## src/rtl/biu_constants_pkg.sv

```systemverilog
// Shared BIU encodings and the burst-length helper used by the write buffer and the port mux.
package biu_constants_pkg;

    typedef enum logic [2:0] {BYTE, HWORD, WORD, DWORD, QWORD, OWORD} biu_size_t;

    typedef enum logic [2:0] {
        SINGLE, INCR, WRAP4, INCR4, WRAP8, INCR8, WRAP16, INCR16
    } biu_type_t;

    typedef logic [2:0] biu_prot_t;

    localparam biu_prot_t PROT_DATA       = 3'b001;
    localparam biu_prot_t PROT_PRIVILEGED = 3'b010;
    localparam biu_prot_t PROT_NONSECURE  = 3'b100;

    typedef enum logic [1:0] {WB_IDLE, WB_WDATA, WB_PASS} wbuf_state_t;

    // Number of beats remaining after the first one; undefined-length INCR is one beat.
    function automatic logic [3:0] biu_type2cnt(input biu_type_t t);
        case (t)
            WRAP4,  INCR4:  return 4'd3;
            WRAP8,  INCR8:  return 4'd7;
            WRAP16, INCR16: return 4'd15;
            default:        return 4'd0;
        endcase
    endfunction

endpackage

```

## src/rtl/biu_wbuf_fifo.sv

```systemverilog
// Synchronous FIFO with a combinational head; pointers carry one extra bit to tell full from empty.
module wbuf_fifo #(
    parameter int DEPTH = 4,
    parameter int WIDTH = 8
) (
    input  logic             clk_i,
    input  logic             rst_i,
    input  logic             push,
    input  logic             pop,
    input  logic [WIDTH-1:0] din,
    output logic             full,
    output logic             empty,
    output logic [WIDTH-1:0] head
);
    localparam int AW = $clog2(DEPTH);
    localparam logic [AW:0] ONE   = (AW+1)'(1);
    localparam logic [AW:0] FULLC = (AW+1)'(DEPTH);

    logic [AW:0]      wr_ptr, rd_ptr;
    logic [WIDTH-1:0] mem [DEPTH];

    always_ff @(posedge clk_i) begin
        if (rst_i) begin
            wr_ptr <= '0;
            rd_ptr <= '0;
        end else begin
            if (push) wr_ptr <= wr_ptr + ONE;
            if (pop)  rd_ptr <= rd_ptr + ONE;
        end
    end

    always_ff @(posedge clk_i) begin
        if (push) mem[wr_ptr[AW-1:0]] <= din;
    end

    assign head  = mem[rd_ptr[AW-1:0]];
    assign empty = (wr_ptr == rd_ptr);
    assign full  = ((wr_ptr - rd_ptr) == FULLC);

endmodule

```

## src/rtl/biu_wbuf.sv

```systemverilog
// Posted-write buffer in front of a BIU mux port: single writes are queued and acked at once,
// everything else waits for the queue to drain and is then passed straight through.
module biu_wbuf
    import biu_constants_pkg::*;
#(
    parameter int ADDR_SIZE = 32,
    parameter int DATA_SIZE = 32,
    parameter int DEPTH     = 4
) (
    input  logic                 clk_i,
    input  logic                 rst_i,
    input  logic                 up_req_i,
    output logic                 up_req_ack_o,
    input  logic [ADDR_SIZE-1:0] up_adri_i,
    input  biu_size_t            up_size_i,
    input  biu_type_t            up_type_i,
    input  logic                 up_lock_i,
    input  biu_prot_t            up_prot_i,
    input  logic                 up_we_i,
    input  logic [DATA_SIZE-1:0] up_d_i,
    output logic [DATA_SIZE-1:0] up_q_o,
    output logic                 up_ack_o,
    output logic                 up_err_o,
    output logic                 wbuf_err_o,
    input  logic                 wbuf_err_clr_i,
    output logic                 wbuf_empty_o,
    output logic                 biu_req_o,
    input  logic                 biu_req_ack_i,
    input  logic                 biu_d_ack_i,
    output logic [ADDR_SIZE-1:0] biu_adri_o,
    input  logic [ADDR_SIZE-1:0] biu_adro_i,
    output biu_size_t            biu_size_o,
    output biu_type_t            biu_type_o,
    output logic                 biu_lock_o,
    output biu_prot_t            biu_prot_o,
    output logic                 biu_we_o,
    output logic [DATA_SIZE-1:0] biu_d_o,
    input  logic [DATA_SIZE-1:0] biu_q_i,
    input  logic                 biu_ack_i,
    input  logic                 biu_err_i
);
    typedef struct packed {
        logic [ADDR_SIZE-1:0] adr;
        biu_size_t            size;
        biu_prot_t            prot;
        logic [DATA_SIZE-1:0] d;
    } wbuf_entry_t;

    localparam int EW = $bits(wbuf_entry_t);

    wbuf_state_t  state;
    logic [3:0]   burst_cnt;
    wbuf_entry_t  wr_entry, head;
    logic [EW-1:0] head_bits;
    logic         fifo_full, fifo_empty, postable, push, pop;
    logic         unused_ok;

    assign unused_ok = ^{biu_d_ack_i, biu_adro_i};

    assign postable = up_we_i & (up_type_i == SINGLE) & ~up_lock_i;
    assign pop      = ~rst_i & (state == WB_WDATA) & (biu_ack_i | biu_err_i);
    // A full queue still takes a write in the cycle its head retires.
    assign push     = ~rst_i & up_req_i & postable & (~fifo_full | pop);
    assign wr_entry = '{adr: up_adri_i, size: up_size_i, prot: up_prot_i, d: up_d_i};
    assign head     = wbuf_entry_t'(head_bits);

    wbuf_fifo #(.DEPTH(DEPTH), .WIDTH(EW)) u_fifo (
        .clk_i (clk_i),
        .rst_i (rst_i),
        .push  (push),
        .pop   (pop),
        .din   (wr_entry),
        .full  (fifo_full),
        .empty (fifo_empty),
        .head  (head_bits)
    );

    always_ff @(posedge clk_i) begin
        if (rst_i) begin
            state     <= WB_IDLE;
            burst_cnt <= '0;
        end else begin
            case (state)
                WB_IDLE:
                    if (!fifo_empty) begin
                        if (biu_req_ack_i) state <= WB_WDATA;
                    end else if (up_req_i && !postable && biu_req_ack_i) begin
                        burst_cnt <= biu_type2cnt(up_type_i);
                        state     <= WB_PASS;
                    end
                WB_WDATA:
                    if (biu_ack_i || biu_err_i) state <= WB_IDLE;
                WB_PASS:
                    if (biu_err_i) state <= WB_IDLE;
                    else if (biu_ack_i) begin
                        if (burst_cnt == 4'd0) state <= WB_IDLE;
                        else burst_cnt <= burst_cnt - 4'd1;
                    end
                default: state <= WB_IDLE;
            endcase
        end
    end

    // Sticky error: a new posted-write error beats a same-cycle clear.
    always_ff @(posedge clk_i) begin
        if (rst_i)                 wbuf_err_o <= 1'b0;
        else if (pop && biu_err_i) wbuf_err_o <= 1'b1;
        else if (wbuf_err_clr_i)   wbuf_err_o <= 1'b0;
    end

    assign wbuf_empty_o = rst_i | (fifo_empty & (state == WB_IDLE));

    always_comb begin
        up_req_ack_o = 1'b0;
        up_ack_o     = 1'b0;
        up_err_o     = 1'b0;
        up_q_o       = '0;
        biu_req_o    = 1'b0;
        biu_adri_o   = '0;
        biu_size_o   = BYTE;
        biu_type_o   = SINGLE;
        biu_lock_o   = 1'b0;
        biu_prot_o   = '0;
        biu_we_o     = 1'b0;
        biu_d_o      = '0;
        if (!rst_i) begin
            case (state)
                WB_IDLE:
                    if (!fifo_empty) begin
                        biu_req_o  = 1'b1;
                        biu_adri_o = head.adr;
                        biu_size_o = head.size;
                        biu_prot_o = head.prot;
                        biu_we_o   = 1'b1;
                        biu_d_o    = head.d;
                    end else if (up_req_i && !postable) begin
                        biu_req_o    = 1'b1;
                        biu_adri_o   = up_adri_i;
                        biu_size_o   = up_size_i;
                        biu_type_o   = up_type_i;
                        biu_lock_o   = up_lock_i;
                        biu_prot_o   = up_prot_i;
                        biu_we_o     = up_we_i;
                        biu_d_o      = up_d_i;
                        up_req_ack_o = biu_req_ack_i;
                    end
                WB_WDATA: biu_d_o = head.d;
                WB_PASS: begin
                    up_q_o   = biu_q_i;
                    up_ack_o = biu_ack_i;
                    up_err_o = biu_err_i;
                    biu_d_o  = up_d_i;
                end
                default: ;
            endcase
            if (push) begin
                up_req_ack_o = 1'b1;
                up_ack_o     = 1'b1;
            end
        end
    end

endmodule

```

## config.mk

```make
export PLATFORM = sky130hd
export DESIGN_NAME = biu_wbuf
export DESIGN_NICKNAME = d
export VERILOG_FILES = /design/src/rtl/biu_constants_pkg.sv /design/src/rtl/biu_wbuf_fifo.sv /design/src/rtl/biu_wbuf.sv
export SDC_FILE = /design/constraint.sdc
export NUM_CORES = 1
export LEC_CHECK = 0
export BUFFER_PORTS_ARGS = -buffer_cell sky130_fd_sc_hd__buf_2
export CAP_MARGIN = 20
export CELL_PAD_IN_SITES_DETAIL_PLACEMENT = 1
export CELL_PAD_IN_SITES_GLOBAL_PLACEMENT = 1
export CORE_MARGIN = 1
export CORE_UTILIZATION = 49
export CTS_CLUSTER_DIAMETER = 80
export DETAILED_ROUTE_END_ITERATION = 6
export GPL_TIMING_DRIVEN = 0
export PLACE_DENSITY_LB_ADDON = 0.15
export SYNTH_ARGS = -nofsm -noshare
export SYNTH_HDL_FRONTEND = slang
export SYNTH_SLANG_ARGS = --single-unit
```

## constraint.sdc

```tcl
create_clock -name clk_i -period 8.8 [get_ports clk_i]
set_input_delay 1.76 -clock clk_i [delete_from_list [all_inputs] [get_ports clk_i]]
set_output_delay 1.76 -clock clk_i [all_outputs]
set_load 0.05 [all_outputs]
```

==> results of run 1 <==
metrics by stage:
step / cells / utilization [%]
floorplan: 749 / -
global placement: 1303 / 56.1
detailed placement: 1307 / 56.6
CTS: 1361 / 60.2
global route: 1361 / 60.2
finish: 1363 / 60.2
state kept, by name, indices dropped and copies added (netlist names), named ones only:
name	count
u_fifo.mem	280
u_fifo.rd_ptr	3
burst_cnt	4
u_fifo.wr_ptr	3
wbuf_err_o	1
state	2
layer usage:
layer	share of wire [%]	wire length (um)	global-route usage (%)	vias up
li1	-	-	-	3524
met4	1.7	547	5.23	0
met1	42	13100	31.4	4026
met2	51	16200	41.9	223
met5	0	0	0	-
met3	5.3	1650	3.72	41
kinds of logic (layout without fill, tap and decap cells):
kind of cell | after synthesis | after routing
buf+inv | 131 | 413
other cells | 0 | 2
flops | 295 | 295
simple gates | 130 | 130
mux | 74 | 74
xor+xnor | 4 | 4
compound gates | 107 | 107
fa+ha+maj | 8 | 8
synthesized netlist by cell type (6+ instances only):
cell,n,share of area (%)
edfxtp_1,280,66
dfxtp_1,15,2.4
ha_1,8,0.79
a32oi_1,40,2.8
mux4_2,70,12
and3_1,37,1.8
buf_4,8,0.47
buf_2,15,0.59
inv_1,74,2.2
o32ai_1,32,2.2
nor2_1,55,1.6
clkbuf_1,31,0.92
nand2_1,8,0.24
and2_1,6,0.30
tightest hold or removal path, cell delays in order (launching register included):
cell and delay [ns]:
dfxtp_1 0.32, nand2_1 0.06, mux2i_1 0.06
power by group through the flow:
stage | registers (mW) | logic [mW] | clock network, mW
2_1_floorplan | 1.57 | 0.163 | 0
3_3_place_gp | 1.57 | 0.256 | 0
3_5_place_dp | 1.57 | 0.262 | 0
4_1_cts | 1.54 | 0.263 | 1.20
5_1_grt | 1.54 | 0.278 | 1.25
6_report | 1.54 | 0.263 | 1.18
layout make-up:
cell class | instances | share of cell area, %
sequential | 295 | 57.3
timing repair buffer | 228 | 8.09
clock inverter | 17 | 0.699
tap | 330 | 2.71
clock buffer | 37 | 5.25
buffer | 57 | 1.83
antenna | 2 | 0.0329
inverter | 74 | 1.83
multi-input combinational | 323 | 22.3
worst paths after layout:
kind         depth (start not counted)        startpoint                 to
max                                  5             rst_i      biu_adri_o[1]
min                                  2      burst_cnt[1]       burst_cnt[1]
max reg2reg                          7  u_fifo.wr_ptr[0]  u_fifo.mem[1][10]
min reg2reg                          2      burst_cnt[1]       burst_cnt[1]
placed cells by master, fill, tap and decap left out, types with 3 or more instances in the layout:
cell       Yosys  final
mux4_2        70     70
a32oi_1       40     40
a31oi_1        3      3
edfxtp_1     280    280
a211o_1        3      3
nor3_1         3      3
nand3_1        5      5
clkbuf_16      0     31
buf_4          8      8
inv_1         74     74
nor2_1        55     55
a21oi_1        3      3
and2_4         0      4
clkinv_1       0      5
o21ai_0        4      4
buf_16         0      4
a211oi_1       4      4
nand2_1        8      8
nor2b_1        3      3
o32ai_1       32     32
ha_1           8      8
buf_2         15    239
clkinv_2       0     10
and3_1        37     37
clkbuf_1      31     37
dfxtp_1       15     15
==> summary.md, run 1 <==
| Metric | Value |
|---|---|
| DR DRC count | `0` |
| Sequential share of the synthesized area | `68.9%` |
| Starting Density | `about half` |
| Die W | `163 um` |
| Core Region | `0.0253 mm2` |
| Row count | `between 50 and 60` |
| Largest delay contributor family on the critical path | `buffers and inverters` |
| Layout cells sized above 1 | `37.9%` |
| Skew final | `about 0.0058 ns` |
| Via-per-instance ratio | `5.73` |
| Compound-Gate Fraction of Synth Area | `around 7.3%` |
| Post-Synth Adder-Cell Area | `0.792%` |
| Post-Synth Simple-Gate Area | `under 10%` |
| Clock power frac | `approximately two fifths` |
| First-pass GRT wire length | `47200 um` |
| PnR Total Power | `about 3.0 mW` |
| Slew margin rel. | `about two fifths` |
| Later-pin clock latency in the skew report | `0.55 ns` |
| Sequential share of power | `a little over 50%` |
| Seq. cell area | `between 0.008 and 0.009 mm2` |
| Worst vdd ir | `approximately 0.00016 V` |
| Post-CTS Resized | `0` |
| Hold/Removal Path Class | `flip-flop to flip-flop` |
| Root Buffer | `clkbuf_16` |
| Post-synth EDFFs | `280` |
| Mapped Area | `0.0126 mm2` |
| Sink Count | `between 200 and 300` |
| Maximum clock insertion buffer count | `3` |
| Critical path's largest stage delay | `approximately 0.62 ns` |
| Switching portion of total power | `a little under a quarter` |
| Final setup violation count | `0` |
| Dominant synthesized flop cell | `edfxtp_1` |
| Sw Pwr | `approximately 0.7 mW` |
| Yosys warns | `0` |
| Syn_area_per_cell | `roughly 17 um2` |
| Worst reg2reg setup slack | `slightly below 6 ns` |
| GRT Util Overall | `23.9%` |
| DR iter-0 viols | `429` |
| Buf/Inv on CP | `4` |
| Vias in the first global route | `8172` |
| Largest family of logic cells by synthesized area | `multiplexers` |
| Setup TNS | `0 ns` |
| DRT Pass-1 Iters | `4` |
| GR Overflow Total | `0` |
| Lkg Pwr | `~5.7 nW` |
| Initial antenna violation count | `2` |
| Syn_nets | `about 900` |
| Final net count | `approximately 1200` |
| Asr flop ratio synth | `0%` |
| Worst Path Required | `7.04 ns` |
| Xor-xnor portion of the synthesized cell area | `less than 1%` |
| Synth-to-layout area growth | `20.3%` |
| DR WL/cell | `23.1 um` |
| Io pins | `260` |
| DR vias | `approximately 7800` |
| WL final | `about 31000 um` |
| H-tree levels | `1` |
| Power share of the combinational group | `about 8.8%` |
| CTS clk-pin slew, worst paths | `about 0.060 ns` |
| Pin count of the biggest net entering global routing | `57` |
| DIE HEIGHT | `between 150 and 200 um` |
| Int Power | `between 2 and 2.5 mW` |
| TritonCTS clock tree | `built` |
| Worst Tran Pin Value | `0.898 ns` |
| Hold buffers post-CTS | `0` |
| Final HPWL DP | `between 20000 and 25000 um` |
| Min Tclk post-route | `around 5.6 ns` |
| CP Capture Type | `primary output` |
| Slowest cell on crit path | `clkbuf_1` |
| Data arrival, critical path | `between 3 and 4 ns` |
| RSZ-0062 raised after global routing | `false` |
| Mapped Cells | `~750` |
| Power per cell area | `roughly 200 mW/mm2` |
| Total die area | `0.0265 mm2` |
| Number of buffers created by CTS | `31` |
| GP Congestion | `0.779` |
| Tcrit/Tclk final | `a little under two thirds` |
| Final Max Slew Viols | `0` |
| #FFs+latches synth | `around 300` |
| Worst setup SP type | `input port` |
| Total of max-cap violations | `0` |
| FILL cells | `2411` |
| Worst Setup Path Type | `input port to primary output` |
| Status | `finished, final reports clean` |
| DP Worst Slack | `3.24 ns` |
| Final Instance Area | `~0.015 mm2` |
| WHS | `between 0.4 and 0.5 ns` |
| Fin. Hold Viols | `0` |
| Crit Path Max Fanout | `10` |
| Multi-input logic area | `0.00339 mm2` |
| Mux contribution to synthesized area | `around an eighth` |
| Distinct cell type count after synthesis | `53` |
| Cell area after placement | `around 0.014 mm2` |
| Crit path cell chain | `clkbuf_1 -> clkbuf_1 -> clkbuf_1 -> nor2_1 -> buf_2` |
| Critical Path Most Common Cell | `clkbuf_1` |
| Post-CTS setup buffers | `0` |
| I/O Buffers | `between 200 and 250` |
| Fin worst setup slack | `around 3.2 ns` |
| Final ANT Viol Nets | `0` |
| Maximum operating frequency | `~180 MHz` |
No activity file was read; power rests on OpenSTA's default activity.
==> inputs of run 2 (changes only) <==
Settings changed: CORE_UTILIZATION 49 to 46.
Clock period 8.8 ns to 5.2 ns, I/O delays scaled along.
==> run 2 against run 1 <==
  * Via count rose by 0.72%
  * Die area is 6.4% higher
  * Largest power group unchanged
  * Largest cell class unchanged
  * Global-route usage is 0.42 points lower
  * Flip-flop and latch count stayed put
  * Combinational power up 70%
  * Routed wire length is 4.4% higher
==> summary.md, run 2 (synthesis results as in run 1) <==
| Metric | Value |
|---|---|
| Status | `finished, final reports clean` |
| Final setup violation count | `0 (unchanged)` |
| Via-per-instance ratio | `5.71 (-0.38%)` |
| Tcrit/Tclk final | `a little over four fifths` |
| Row count | `60 (+3.4%)` |
| Fin worst setup slack | `0.864 ns (-2.34 ns)` |
| Worst setup SP type | `flip-flop` |
| Post-CTS Resized | `0 (unchanged)` |
| GP Congestion | `0.778 (about the same)` |
| Worst Setup Path Type | `flip-flop to primary output` |
| Total of max-cap violations | `0 (unchanged)` |
| Hold/Removal Path Class | `flip-flop to flip-flop` |
| Final Max Slew Viols | `0 (unchanged)` |
| Crit Reg-Reg Endpoint | `u_fifo.mem[1][51]` |
| I/O Buffers | `224 (unchanged)` |
| GRT Util Overall | `23.4% (-0.42 points)` |
| CTS clk-pin slew, worst paths | `0.06 ns (about the same)` |
| DRT Pass-1 Iters | `5 (+1)` |
| Hold buffers post-CTS | `0 (unchanged)` |
| DR vias | `7870 (+0.72%)` |
| DR iter-0 viols | `385 (-10%)` |
| DR DRC count | `0 (unchanged)` |
| Worst vdd ir | `0.000238 V (+49%)` |
| DR WL/cell | `23.9 um (+3.3%)` |
| Skew final | `0.0129 ns (+0.00713 ns)` |
| FILL cells | `2583 (+7.1%)` |
| R2R Path Start | `u_fifo.wr_ptr[0]` |
| Uppermost layer routed | `met5` |
| Final net count | `1165 (unchanged)` |
| Endpoint of the worst hold path | `burst_cnt[1]` |
| Post-CTS setup buffers | `0 (unchanged)` |
| Pin count of the biggest net entering global routing | `57 (unchanged)` |
| Number of buffers created by CTS | `31 (unchanged)` |
| DR WL met2 | `16900 um (+4.3%)` |
| Root Buffer | `clkbuf_16` |
| Most frequent cells in the layout | `edfxtp_1 (280), buf_2 (239), inv_1 (74)` |
| Total die area | `0.0282 mm2 (+6.4%)` |
| H-tree levels | `1 (unchanged)` |
| M1 WL | `13400 um (+2.3%)` |
| DIE HEIGHT | `168 um (+3.2%)` |
| R2R cell count | `7 (unchanged)` |
| GR Overflow Total | `0 (unchanged)` |
| TritonCTS clock tree | `built` |
| Met3 WL | `1810 um (+9.3%)` |
| Crit Path Max Fanout | `10 (unchanged)` |
| Lkg Pwr | `5.78 nW (+0.83%)` |
| Power per cell area | `342 mW/mm2 (+75%)` |
| Worst reg2reg setup slack | `2.38 ns (-3.49 ns)` |
| DP Worst Slack | `1.06 ns (-2.18 ns)` |
| Synth-to-layout area growth | `21.2%` |
| Core Region | `0.0270 mm2 (+6.7%)` |
| Initial antenna violation count | `5 (+3)` |
| Hold depth | `2 (unchanged)` |
| First-pass GRT wire length | `49600 um (+5.1%)` |
| Later-pin clock latency in the skew report | `0.56 ns (about the same)` |
| Final HPWL DP | `21200 um (+4.0%)` |
| CP Capture Type | `primary output` |
| Max FFs per register | `280 (unchanged)` |
| RSZ-0062 raised after global routing | `false` |
| Final ANT Viol Nets | `0 (unchanged)` |
| Commonest non-fill, non-tap cell in the layout | `edfxtp_1` |
| Min Tclk post-route | `about 4.3 ns` |
| Worst Path Required | `4.16 ns (-2.88 ns)` |
| Die W | `168 um (+3.2%)` |
| Vias in the first global route | `8384 (+2.6%)` |
| Slew margin rel. | `41.5% (+1.8 points)` |
| Fin. Hold Viols | `0 (unchanged)` |
| Maximum clock insertion buffer count | `3 (unchanged)` |
| Io pins | `260 (unchanged)` |
| Maximum operating frequency | `around 230 MHz` |
| Data arrival, critical path | `3.30 ns (-0.54 ns)` |
| Starting Density | `46.9% (-3.2 points)` |
| PnR Total Power | `5.24 mW (+76%)` |
| WHS | `0.486 ns (-0.00693 ns)` |
| Layout cells sized above 1 | `38.0% (+0.083 points)` |
| WL final | `32900 um (+4.4%)` |
| Min-delay src | `burst_cnt[1]` |
| Worst Tran Pin Value | `0.877 ns (-0.0207 ns)` |
| Sink Count | `295 (unchanged)` |
-- run 2: cell types whose count changed in the layout (fill, tap and decap cells not counted), sizes merged --
cell / before / now
clkinv: 15 / 16
clkbuf: 68 / 66
diode: 2 / 3
clkinvlp: 1 / 0
inv: 74 / 76
bufinv: 1 / 4
-- run 2: metal layers --
layer | global-route usage [%] | up-vias
met3 | 3.69 | 57
met2 | 41.9 | 264
li1 | - | 3518
met5 | 0 | -
met1 | 29.6 | 4027
met4 | 6.58 | 4
-- run 2: worst max-delay path by stage --
stage	from	end	slack, ns	cells after the start
after floorplan	rst_i	u_fifo.mem[2][0]	1.22	5
after global routing	u_fifo.wr_ptr[0]	biu_d_o[4]	0.69	8
after global placement	rst_i	u_fifo.mem[1][27]	-0.57	5
final	u_fifo.wr_ptr[0]	biu_d_o[25]	0.86	8
after CTS	u_fifo.wr_ptr[0]	biu_d_o[30]	0.83	8
after detailed placement	up_type_i[1]	biu_d_o[4]	1.06	7
-- run 2: worst max-delay path: stages, from the launching register on --
cell and delay, ns:
dfxtp_1 0.38, inv_1 0.12, ha_1 0.34, nand2_1 0.16, o21a_1 0.29, o21ai_1 0.67
buf_2 0.38, o32ai_1 0.15, buf_2 0.25
-- run 2: cell type report --
cell class              count  area, um2  area share [%]
plain buffers              57        278            1.81
repair buffers            228       1230            8.04
clock inverters            22        210            1.37
flip-flops and latches    295       8710            56.8
multi-input cells         323       3390            22.1
inverters                  74        278            1.81
well taps                 341        427            2.78
diodes                      3       7.51          0.0490
clock buffers              35        791            5.16
-- run 2: per-stage QoR --
stage	utilization [%]	TNS [ns]	area, um2	cells
floorplan	-	0	12600	749
global placement	52.7	-146.52	14200	1314
detailed placement	53.1	0	14300	1318
CTS	56.8	0	15300	1375
global route	56.9	0	15300	1378
finish	56.9	0	15300	1378
-- run 2: where the power goes --
| group | total [mW] | internal [mW] | leakage (nW) | switching [mW] |
|---|---|---|---|---|
| Clock | 2.19 | 1.29 | 0.498 | 0.902 |
| Sequential | 2.61 | 2.60 | 2.64 | 0.00390 |
| Combinational | 0.446 | 0.121 | 2.64 | 0.324 |
